$ cat src/rtl/if_id_pipe_reg.sv
// IF/ID pipeline register with a 2-entry skid buffer between fetch and decode.
// Define IFID_STALL_COUNT_EN to add the stall_cnt decode-stall counter output.
module if_id_pipe_reg #(
    parameter int ADDR_W  = 32,
    parameter int INSTR_W = 32
) (
    input  logic               clk,
    input  logic               rst,
    input  logic               in_valid,
    output logic               in_ready,
    input  logic [ADDR_W-1:0]  in_pc,
    input  logic [INSTR_W-1:0] in_instr,
    output logic               out_valid,
    input  logic               out_ready,
    output logic [ADDR_W-1:0]  out_pc,
    output logic [INSTR_W-1:0] out_instr,
    input  logic               flush,
    output logic [1:0]         occupancy
`ifdef IFID_STALL_COUNT_EN
    ,
    output logic [15:0]        stall_cnt
`endif
);

    // Handshake: a beat moves on a side only in a cycle where that side's valid
    // and ready are both high; ready/valid here come from registers only.
    typedef enum logic [1:0] {
        EMPTY = 2'd0,
        ONE   = 2'd1,
        FULL  = 2'd2
    } state_t;

    state_t             state;
    state_t             state_nxt;
    logic [ADDR_W-1:0]  main_pc;
    logic [INSTR_W-1:0] main_instr;
    logic [ADDR_W-1:0]  skid_pc;
    logic [INSTR_W-1:0] skid_instr;
    logic               main_vld;
    logic               skid_vld;
    logic               acc;
    logic               pop;
    logic               load_main_in;
    logic               load_main_skid;
    logic               load_skid_in;

    assign main_vld  = (state != EMPTY);
    assign skid_vld  = (state == FULL);
    assign occupancy = state;
    assign in_ready  = !skid_vld;
    assign out_valid = main_vld;
    assign out_pc    = main_pc;
    assign out_instr = main_vld ? main_instr : '0;
    assign acc       = in_valid && in_ready;
    assign pop       = out_valid && out_ready;

    always_comb begin
        state_nxt      = state;
        load_main_in   = 1'b0;
        load_main_skid = 1'b0;
        load_skid_in   = 1'b0;
        if (flush) begin
            // Taken branch: drop everything held, including this cycle's offer.
            state_nxt = EMPTY;
        end else begin
            case (state)
                EMPTY: begin
                    if (acc) begin
                        load_main_in = 1'b1;
                        state_nxt    = ONE;
                    end
                end
                ONE: begin
                    if (acc && pop) begin
                        load_main_in = 1'b1;
                    end else if (acc) begin
                        load_skid_in = 1'b1;
                        state_nxt    = FULL;
                    end else if (pop) begin
                        state_nxt = EMPTY;
                    end
                end
                FULL: begin
                    if (pop) begin
                        load_main_skid = 1'b1;
                        state_nxt      = ONE;
                    end
                end
                default: state_nxt = EMPTY;
            endcase
        end
    end

    always_ff @(posedge clk) begin
        if (rst) begin
            state      <= EMPTY;
            main_pc    <= '0;
            main_instr <= '0;
            skid_pc    <= '0;
            skid_instr <= '0;
        end else begin
            state <= state_nxt;
            if (load_main_in) begin
                main_pc    <= in_pc;
                main_instr <= in_instr;
            end else if (load_main_skid) begin
                main_pc    <= skid_pc;
                main_instr <= skid_instr;
            end
            if (load_skid_in) begin
                skid_pc    <= in_pc;
                skid_instr <= in_instr;
            end
        end
    end

`ifdef IFID_STALL_COUNT_EN
    always_ff @(posedge clk) begin
        if (rst) begin
            stall_cnt <= '0;
        end else if (out_valid && !out_ready && stall_cnt != 16'hFFFF) begin
            stall_cnt <= stall_cnt + 16'd1;
        end
    end
`endif

endmodule
$ cat config.mk
export PLATFORM = sky130hd
export DESIGN_NAME = if_id_pipe_reg
export DESIGN_NICKNAME = d
export VERILOG_FILES = /design/src/rtl/if_id_pipe_reg.sv
export SDC_FILE = /design/constraint.sdc
export NUM_CORES = 1
export LEC_CHECK = 0
export BUFFER_PORTS_ARGS = -buffer_cell sky130_fd_sc_hd__buf_2
export CORE_MARGIN = 10
export CORE_UTILIZATION = 54
export CTS_CLUSTER_DIAMETER = 120
export DETAILED_ROUTE_END_ITERATION = 8
export HOLD_SLACK_MARGIN = 0.15
export MAX_ROUTING_LAYER = met4
export PLACE_DENSITY = 0.79
export SETUP_SLACK_MARGIN = 0.1
export SYNTH_ARGS = -nofsm -noshare
export SYNTH_HDL_FRONTEND = slang
export SYNTH_SLANG_ARGS = --single-unit
$ cat constraint.sdc
create_clock -name clk -period 1.8 [get_ports clk]
set_clock_uncertainty 0.2 [all_clocks]
set_input_delay 0.36 -clock clk [delete_from_list [all_inputs] [get_ports clk]]
set_output_delay 0.36 -clock clk [all_outputs]
set_load 0.01 [all_outputs]
==> results of run 1 <==
stage by stage:
stage               setup slack, ns  cells  utilization  instance area [um2]  setup TNS [ns]
global placement            0.07847    923       0.6291                 6524               0
detailed placement         -0.02746    923       0.6291                 6524        -0.04267
floorplan                    0.1222    709            -                 5761               0
CTS                         -0.2795   1066       0.8725                 9047          -16.55
kinds of logic after synthesis:
group / Yosys count / share of synthesized area
simple gates: 302 / 0.2493
compound gates: 195 / 0.2122
flops: 130 / 0.4518
buf+inv: 81 / 0.08492
mux: 1 / 0.001738
timing repair:
item	CTS
setup endpoints to repair	81
hold buffers	69
resized for setup	104
hold endpoints to repair	130
buffers inserted	19
pin swaps	42
cloned	27
==> reports/qor_table.md, run 1 <==
| Step | Metric | Reported |
| --- | --- | --- |
| outcome | Result of the run | aborted with a tool error |
| outcome | Fail Step | global routing (5_1_grt) |
| outcome | First reported error | [ERROR DPL-0038] Utilization greater than 100%, impossible to legalize |
| synth | FF+latch count, synth | 130 |
| synth | Top cell types by occurrence after synthesis | sky130_fd_sc_hd__dfxtp_1 (130), sky130_fd_sc_hd__nand2_1 (129), sky130_fd_sc_hd__a21oi_1 (65) |
| placement | Placed wire-length estimate | 10490 um |
| timing | Classification of the worst endpoint | primary output |
| clocking | Number of buffers inserted during clock tree synthesis | 17 |
| synth | Most repeated cell in the gate-level netlist after synthesis | sky130_fd_sc_hd__dfxtp_1 |
| synth | Area share of the largest cell type after synthesis | 0.4518 |
| synth | Cell type with the largest total area after synthesis | sky130_fd_sc_hd__dfxtp_1 |
| floorplanning | Chip height | 123.3 um |
| floorplanning | Row Count | 37 |
| floorplanning | Starting utilization of the core area | 0.5555 |
| synth | Net count after synthesis | 778 |
| synth | Avg Inst Size Synth | 8.125 um2 |
| synth | Cell types with the largest area share after synthesis | sky130_fd_sc_hd__dfxtp_1 (45%), sky130_fd_sc_hd__a311oi_1 (9.7%), sky130_fd_sc_hd__nand2_1 (8.4%), sky130_fd_sc_hd__a21oi_1 (5.6%), sky130_fd_sc_hd__nand3_1 (5.6%) |
| synth | Dominant synthesized flop cell | sky130_fd_sc_hd__dfxtp_1 |
| global route | Maximum number of pins on one net before global-route repair | 65 |
| floorplanning | Number of I/O pins | 137 |
| synth | Sequential share of the synthesized area | 0.4518 |
| placement | Final weighted congestion in routability-driven placement | 0.8505 |
| clocking | Number of H-tree levels | 4 |
| synth | Synth warnings | 0 |
| placement | Number of port buffers | 136 |
| clocking | Clock root buffer | sky130_fd_sc_hd__clkbuf_8 |
| clocking | Maximum buffer depth of the clock tree | 2 |
| timing | Worst_ep grt | out_instr[0] |
| synth | Number of enable flip-flop cells after synthesis | 0 |
| synth | Syn Inst Count | 709 |
| synth | Netlist area before placement | 5761 um2 |
| synth | Share of flip-flops with an asynchronous set or reset | 0 |
| clocking | CTS sink count | 130 |
| floorplanning | Die extent in x | 123.3 um |
| synth | Unique cell type count in the Yosys netlist | 27 |
==> run 2: changes to the inputs <==
- CORE_UTILIZATION: 54 -> 40
- CTS_CLUSTER_DIAMETER: 120 -> unset
- HOLD_SLACK_MARGIN: 0.15 -> unset
- MAX_ROUTING_LAYER: met4 -> unset
- PLACE_DENSITY: 0.79 -> unset
- PLACE_DENSITY_LB_ADDON: unset -> 0.15
- SETUP_SLACK_MARGIN: 0.1 -> unset
==> run 2 against run 1 <==
Compared with the run above:
- the flow now finishes, with violations (negative setup slack)
- synthesized area unchanged
- synthesized cell count is the same
==> reports/qor_table.md, run 2 <==
| Step | Metric | Reported | Change |
| --- | --- | --- | --- |
| outcome | Result of the run | finished, violations left |  |
| outcome | Failing checks | negative setup slack |  |
| job | Total of max-cap violations | 0 |  |
| synth | Share of cell area taken by muxes after synthesis | 0.001738 | unchanged |
| global route | Number of antenna violations at the first check in global routing | 0 |  |
| placement | Final weighted congestion in routability-driven placement | 0.7842 | -7.8% |
| final layout | Leading cell type in the layout, fill and taps excluded | sky130_fd_sc_hd__buf_2 |  |
| synth | Net count after synthesis | 778 | unchanged |
| drt | Final Routed Wirelength | 20950 um |  |
| global route | Maximum number of pins on one net before global-route repair | 79 |  |
| power and ir drop | Net switching power of the design | 1.727 mW |  |
| power and ir drop | Peak supply drop | 0.6117 mV |  |
| setup path | Delay of the slowest cell on the worst path | 0.35 ns |  |
| final layout | Most used cells in the layout excluding fill and tap cells | sky130_fd_sc_hd__buf_2 (135), sky130_fd_sc_hd__nand2_1 (129), sky130_fd_sc_hd__dfxtp_1 (128), sky130_fd_sc_hd__a21oi_1 (65), sky130_fd_sc_hd__nand3_1 (64) |  |
| setup path | Largest fanout of any net on the critical path | 16 |  |
| timing | Slew at the pin closest to its max-slew limit | 0.3532 ns |  |
| drt | Drt first-iter violations | 503 |  |
| placement | Placement Setup Slack | 0.001131 ns | +0.02859 ns |
| drt | Remaining number of nets flagged by the antenna check after routing | 0 |  |
| timing | Endpoints failing setup | 37 |  |
| floorplanning | Starting utilization of the core area | 0.4118 | -0.1437 |
| timing | Slew Viols, Final | 0 |  |
| clocking | Maximum buffer depth of the clock tree | 2 | unchanged |
| synth | Number of enable flip-flop cells after synthesis | 0 | unchanged |
| synth | Compound-cell area share of the yosys netlist | 0.2122 | unchanged |
| drt | Vias after detailed routing | 5932 |  |
| floorplanning | Row Count | 43 | +16% |
| power and ir drop | Part of the power in registers | 0.443 |  |
| synth | Avg Inst Size Synth | 8.125 um2 | unchanged |
| final layout | Diodes inserted | 0 |  |
| clocking | Clock root buffer | sky130_fd_sc_hd__clkbuf_16 |  |
| final layout | Final std cells w/o fill | 1023 |  |
| clocking | Clock transition at path regs | 0.05 ns |  |
| timing | Slew margin rel. | 0.7585 |  |
| global route | Global-route wire length before repair | 28660 um |  |
| setup path | Bufs and invs on worst path | 2 |  |
| synth | Synth warnings | 0 | unchanged |
| synth | Cell type with the largest total area after synthesis | sky130_fd_sc_hd__dfxtp_1 |  |
| synth | FF+latch count, synth | 130 | unchanged |
| timing | Highest attainable clock frequency | 534.0 MHz |  |
| synth | Most repeated cell in the gate-level netlist after synthesis | sky130_fd_sc_hd__dfxtp_1 |  |
| final layout | Synthesis-to-layout area growth | 36.47% |  |
| power and ir drop | Static leakage | 2.949 nW |  |
| timing | Share of the clock period used by the worst path after layout | 1.040 |  |
| synth | Area fraction in and, or, nand and nor cells after synthesis | 0.2493 | unchanged |
| clocking | CTS sink count | 130 | unchanged |
| timing | Worst path setup slack after routing | -0.07264 ns |  |
| drt | Vias per Instance | 5.799 |  |
| drt | Detailed-route DRC error count | 0 |  |
| global route | Total congestion overflow after global routing | 0 |  |
| timing | RSZ-0062 raised after global routing | yes |  |
| placement | Placed wire-length estimate | 11120 um | +5.9% |
| power and ir drop | Combinational cell fraction of total power | 0.127 |  |
| synth | Dominant synthesized flop cell | sky130_fd_sc_hd__dfxtp_1 |  |
| setup path | Data required time at the worst endpoint | 1.24 ns |  |
| clocking | Clock tree from TritonCTS | built |  |
| setup path | Top Family by Delay on Critical Path | flip-flops |  |
| floorplanning | Number of I/O pins | 137 | unchanged |
| final layout | Core Util, Final | 0.5620 |  |
| synth | Share of flip-flops with an asynchronous set or reset | 0 | unchanged |
| hold path | Worst hold-check path type | in -> reg |  |
| power and ir drop | Power per cell area | 878.9 nW/um2 |  |
| drt | First-pass iteration count of the detailed router | 5 |  |
| final layout | Fraction of final layout cells with drive strength greater than 1 | 0.3250 |  |
| synth | Unique cell type count in the Yosys netlist | 27 | unchanged |
| power and ir drop | Clock power frac | 0.430 |  |
| placement | Number of port buffers | 136 | unchanged |
| synth | Netlist area before placement | 5761 um2 | unchanged |
| setup path | Critical-path cell list | nor2_4 -> buf_12 -> nor2b_1 -> buf_2 |  |
| setup path | Type of the worst setup path | reg -> out |  |
| clocking | Number of buffers inserted during clock tree synthesis | 17 | unchanged |
| synth | Cell types with the largest area share after synthesis | sky130_fd_sc_hd__dfxtp_1 (45%), sky130_fd_sc_hd__a311oi_1 (9.7%), sky130_fd_sc_hd__nand2_1 (8.4%), sky130_fd_sc_hd__a21oi_1 (5.6%), sky130_fd_sc_hd__nand3_1 (5.6%) |  |
| power and ir drop | Switching share of total power | 0.2499 |  |
| power and ir drop | Cell Int Power | 5.183 mW |  |
| drt | Detailed-route wire length per cell | 20.48 um |  |
| setup path | Critical path data arrival time | 1.31 ns |  |
| clocking | Number of buffers added to fix hold violations after cts | 0 | -100% |
| synth | Fraction of the mapped netlist area in adder cells | 0 | unchanged |
| timing | Period minus WS final | 1.873 ns |  |
| synth | Xor and xnor fraction of the mapped netlist area | 0 | unchanged |
| timing | Number of hold violations in the final report | 0 |  |
| synth | Syn Inst Count | 709 | unchanged |
| synth | Sequential share of the synthesized area | 0.4518 | unchanged |
| floorplanning | Placeable core area | 13990 um2 |  |
| synth | Area share of the largest cell type after synthesis | 0.4518 | unchanged |
| setup path | Worst Setup End Kind | output pin |  |
| final layout | Count of nets after finishing | 905 |  |
| global route | Via count of the first global-routing pass | 5640 |  |
| synth | Main combinational cell family by area after synthesis | simple AND/OR/NAND/NOR gates |  |
| setup path | Slowest stage cell, crit path | sky130_fd_sc_hd__dfxtp_4 |  |
| setup path | Kind of start point of the critical path | register |  |
| floorplanning | Chip height | 140.0 um | +14% |
| floorplanning | Die extent in x | 140.0 um | +14% |
| clocking | Number of H-tree levels | 4 | unchanged |
| global route | Total routing usage reported by global routing | 0.1724 |  |
| power and ir drop | Post-layout power | 6.910 mW |  |
| placement | Cell Count Post-Placement | 970 | +5.1% |
| floorplanning | Area of the die | 19600 um2 |  |
| synth | Top cell types by occurrence after synthesis | sky130_fd_sc_hd__dfxtp_1 (130), sky130_fd_sc_hd__nand2_1 (129), sky130_fd_sc_hd__a21oi_1 (65) |  |
| clocking | Worst-skew pair later-pin latency | 0.41 ns |  |
==> run 2: cell counts after synthesis <==
Identical to the previous run, type by type.
==> run 2: worst paths after layout <==
| path | slack (ns) | endpoint | cells past startpoint | from |
|---|---|---|---|---|
| setup / recovery | -0.07 | out_instr[31] | 4 | occupancy[1] |
| hold / removal | 0.01 | skid_pc[11] | 3 | in_pc[11] |
| setup reg to reg | -0.01 | out_pc[18] | 5 | occupancy[1] |
| hold reg to reg | 0.27 | skid_pc[11] | 2 | skid_pc[11] |
==> run 2: power groups by stage <==
stage	Sequential, mW	Combinational, mW	Clock, mW
after global routing	3.07	0.936	3.13
after global placement	3.11	0.685	0
after detailed placement	3.12	0.695	0
final	3.06	0.877	2.97
after CTS	3.06	0.703	3.02
after floorplan	3.13	0.385	0
==> run 2: cell families after synthesis <==
kind of cell    Yosys count
simple gates            302
compound gates          195
flops                   130
buf+inv                  81
mux                       1
==> run 2: repair_timing <==
| item | 4_1_cts | 5_1_grt |
|---|---|---|
| pin swaps | 0 | 4 |
| hold endpoints to repair | 0 | 0 |
| buffers inserted | 1 | 4 |
| endpoints found under the setup margin | 35 | 114 |
| gates resized for setup | 10 | 63 |
| cloned | 0 | 22 |
==> run 2: cell type report <==
type	instances	area, um2
inverter	1	3.754
multi-input combinational	501	3015
timing repair buffer	185	1516
fill	1299	6127
clock buffer	25	485.5
tap	180	225.2
clock inverter	1	5.005
sequential	130	2610
==> run 2: metrics by stage <==
| stage | hold WS, ns | TNS, ns | cell area [um2] |
|---|---|---|---|
| global placement | 0.2628 | 0 | 6601 |
| CTS | 0.001093 | -2.837 | 7127 |
| global route | 0.01915 | -5.001 | 7861 |
| detailed placement | 0.2710 | 0 | 6601 |
| finish | 0.01098 | -2.067 | 7861 |
| floorplan | 0.2494 | 0 | 5761 |
==> run 2: worst register-to-register path, cell delays in order (launching register included) <==
cell and delay, ns:
sky130_fd_sc_hd__dfxtp_4 0.35, sky130_fd_sc_hd__buf_4 0.19, sky130_fd_sc_hd__or3b_4 0.52, sky130_fd_sc_hd__clkbuf_16 0.21, sky130_fd_sc_hd__nor3_4 0.14, sky130_fd_sc_hd__a311oi_2 0.07
==> run 2: routing by layer <==
layer | up-vias | share of wire | GRT usage
met5 | - | 0 | 0
met4 | 0 | 0.016 | 0.06467
met3 | 24 | 0.079 | 0.05713
met2 | 246 | 0.49 | 0.2739
met1 | 2851 | 0.41 | 0.2117
li1 | 2811 | - | -
Power figures use the tool's default switching activity.
==> run 3: changes to the inputs <==
- CTS_BUF_LIST: unset -> sky130_fd_sc_hd__clkbuf_4
==> run 3 against run 2 <==
Compared with the run above:
- the run still ends with negative setup slack left
- global-route usage increased by 1.7 points
- critical endpoint is now out_instr[22]
- die area unchanged
- design area increased by 26%
==> reports/qor_table.md, run 3 (same netlist as run 2, synthesis figures left out) <==
| Step | Metric | Reported | Change |
| --- | --- | --- | --- |
| timing | Endpoints failing setup | 163 | +340% |
| outcome | Result of the run | finished, violations left |  |
| setup path | Data required time at the worst endpoint | 1.24 ns | about the same |
| floorplanning | Row Count | 43 | unchanged |
| drt | Vias after detailed routing | 6724 | +13% |
| setup path | Delay of the slowest cell on the worst path | 0.39 ns | +0.04 ns |
| setup path | Slowest stage cell, crit path | sky130_fd_sc_hd__dfxtp_4 |  |
| global route | Total routing usage reported by global routing | 0.1892 | +0.01680 |
| final layout | Most used cells in the layout excluding fill and tap cells | sky130_fd_sc_hd__buf_2 (133), sky130_fd_sc_hd__dfxtp_1 (128), sky130_fd_sc_hd__nand2_1 (126), sky130_fd_sc_hd__dlygate4sd3_1 (68), sky130_fd_sc_hd__o21ai_1 (46) |  |
| timing | Share of the clock period used by the worst path after layout | 1.141 | +0.1007 |
| timing | Worst hold margin | 0.1130 ns | +0.1021 ns |
| timing | Slew Viols, Final | 0 | unchanged |
| final layout | Leading cell type in the layout, fill and taps excluded | sky130_fd_sc_hd__buf_2 |  |
| power and ir drop | Peak supply drop | 0.4406 mV | -28% |
| timing | Highest attainable clock frequency | 486.9 MHz | -8.8% |
| final layout | Final instance area | 9879 um2 | +26% |
| setup path | Type of the worst setup path | reg -> out |  |
| global route | Total congestion overflow after global routing | 0 | unchanged |
| setup path | Worst Setup End Kind | output pin |  |
| floorplanning | Placeable core area | 13990 um2 | unchanged |
| floorplanning | Number of I/O pins | 137 | unchanged |
| floorplanning | Die extent in x | 140.0 um | unchanged |
| timing | Period minus WS final | 2.054 ns | +0.1812 ns |
| floorplanning | Chip height | 140.0 um | unchanged |
| setup path | Bufs and invs on worst path | 2 | unchanged |
| final layout | Synthesis-to-layout area growth | 71.50% |  |
| floorplanning | Starting utilization of the core area | 0.4118 | unchanged |
| drt | First-pass iteration count of the detailed router | 5 | unchanged |
| global route | Global-route wire length before repair | 31280 um | +9.1% |
| drt | Vias per Instance | 5.972 | +3.0% |
| setup path | Kind of start point of the critical path | register |  |
| setup path | Top Family by Delay on Critical Path | flip-flops |  |
| placement | Number of port buffers | 136 | unchanged |
| clocking | Number of buffers inserted during clock tree synthesis | 17 | unchanged |
| floorplanning | Area of the die | 19600 um2 | unchanged |
| clocking | Maximum buffer depth of the clock tree | 2 | unchanged |
| clocking | Number of H-tree levels | 4 | unchanged |
| power and ir drop | Net switching power of the design | 1.804 mW | +4.5% |
| clocking | Clock transition at path regs | 0.10 ns | +0.05 ns |
| outcome | Failing checks | negative setup slack |  |
| power and ir drop | Switching share of total power | 0.3008 | +0.05086 |
| timing | Worst path setup slack after routing | -0.2539 ns | -0.1812 ns |
| global route | GR Util met3 | 0.05849 | +0.001352 |
| placement | Final weighted congestion in routability-driven placement | 0.7842 | unchanged |
| timing | Number of hold violations in the final report | 0 | unchanged |
| power and ir drop | Power per cell area | 607.2 nW/um2 | -31% |
| final layout | Fraction of final layout cells with drive strength greater than 1 | 0.4736 | +0.1485 |
| setup path | Largest fanout of any net on the critical path | 16 | unchanged |
| drt | Drt first-iter violations | 590 | +17% |
| clocking | Worst-skew pair later-pin latency | 0.54 ns | +0.13 ns |
| drt | Detailed-route DRC error count | 0 | unchanged |
| global route | Number of antenna violations at the first check in global routing | 0 | unchanged |
| power and ir drop | Cell Int Power | 4.195 mW | -19% |
| global route | GRT met2 Usage | 0.3051 | +0.03118 |
| timing | RSZ-0062 raised after global routing | yes |  |
| power and ir drop | Clock power frac | 0.263 | -0.167 |
| drt | Detailed-route wire length per cell | 22.86 um | +12% |
| global route | Via count of the first global-routing pass | 6075 | +7.7% |
| power and ir drop | Combinational cell fraction of total power | 0.228 | +0.101 |
| power and ir drop | Part of the power in registers | 0.509 | +0.066 |
| placement | Placed wire-length estimate | 11120 um | unchanged |
| drt | Final Routed Wirelength | 25740 um | +23% |
| final layout | Diodes inserted | 0 | unchanged |
| placement | Placed Instance Area | 6601 um2 | unchanged |
| clocking | Clock tree from TritonCTS | built |  |
| setup path | Critical path data arrival time | 1.49 ns | +0.18 ns |
| job | Total of max-cap violations | 0 | unchanged |
| global route | Layer with the highest usage after global routing | met2 |  |
| clocking | Clock root buffer | sky130_fd_sc_hd__clkbuf_4 |  |
| drt | Remaining number of nets flagged by the antenna check after routing | 0 | unchanged |
| global route | Maximum number of pins on one net before global-route repair | 51 | -35% |
| global route | Met1 Resource Use GR | 0.2279 | +0.01619 |
| setup path | Critical-path cell list | nor2_4 -> buf_12 -> nor2b_1 -> buf_2 |  |
| placement | Placement Setup Slack | 0.001131 ns | unchanged |
| final layout | Final std cells w/o fill | 1126 | +10% |
| power and ir drop | Static leakage | 3.506 nW | +19% |
| clocking | CTS sink count | 130 | unchanged |
| hold path | Worst hold-check path type | in -> reg |  |
| placement | Cell Count Post-Placement | 970 | unchanged |
| final layout | Count of nets after finishing | 1008 | +11% |
| timing | Slew margin rel. | 0.6963 | -0.06218 |
| timing | Slew at the pin closest to its max-slew limit | 0.4441 ns | +0.09091 ns |
## run 3: worst paths after layout
check | start | end | slack (ns) | cells after the start
worst min register to register | skid_pc[31] | skid_pc[31] | 0.27 | 2
worst min-delay path | out_ready | occupancy[0] | 0.11 | 4
worst max-delay path | occupancy[0] | out_instr[22] | -0.25 | 4
worst max register to register | occupancy[1] | skid_pc[13] | -0.25 | 10
## run 3: power groups by stage
stage | sequential, mW | clock, mW | combinational [mW]
final | 3.06 | 1.58 | 1.36
after global routing | 3.07 | 1.71 | 1.43
after CTS | 3.05 | 1.57 | 0.843
after detailed placement | 3.12 | 0 | 0.695
after global placement | 3.11 | 0 | 0.685
after floorplan | 3.13 | 0 | 0.385
## run 3: layout make-up
cell class / count / area (um2)
Inverter: 1 / 3.754
Fill cell: 1020 / 4109
Sequential cell: 130 / 2610
Timing Repair Buffer: 287 / 2907
Clock buffer: 22 / 165.2
Multi-Input combinational cell: 502 / 3953
Clock inverter: 4 / 16.27
Tap cell: 180 / 225.2
## run 3: worst register-to-register path: stages (launching register included)
cell	delay (ns)
sky130_fd_sc_hd__dfxtp_4	0.37
sky130_fd_sc_hd__buf_4	0.13
sky130_fd_sc_hd__buf_8	0.14
sky130_fd_sc_hd__buf_12	0.13
sky130_fd_sc_hd__nor3b_4	0.17
sky130_fd_sc_hd__buf_6	0.18
sky130_fd_sc_hd__buf_12	0.14
sky130_fd_sc_hd__buf_6	0.11
sky130_fd_sc_hd__clkbuf_16	0.16
sky130_fd_sc_hd__nand3_2	0.07
sky130_fd_sc_hd__a21oi_1	0.19
## run 3: what timing repair did
item | in CTS | in global routing
endpoints found under the setup margin | 40 | 146
cloned | 4 | 42
hold buffers | 68 | 0
pin swaps | 4 | 61
endpoints found under the hold margin | 101 | 0
gates resized for setup | 27 | 257
buffers inserted | 4 | 13
## run 3: per-layer routing
metal / vias to the layer above / wire length (um)
met1: 3299 / 10240
li1: 3039 / -
met4: 0 / 967
met3: 76 / 1908
met5: - / 0
met2: 310 / 12630
## run 3: per-stage QoR
step / power, mW / setup TNS (ns) / utilization
after floorplan: 3.511 / 0 / -
after global placement: 3.800 / 0 / 0.4719
after detailed placement: 3.812 / 0 / 0.4719
after CTS: 5.465 / -9.114 / 0.5506
after global routing: 6.206 / -33.00 / 0.7063
final: 5.999 / -25.75 / 0.7063
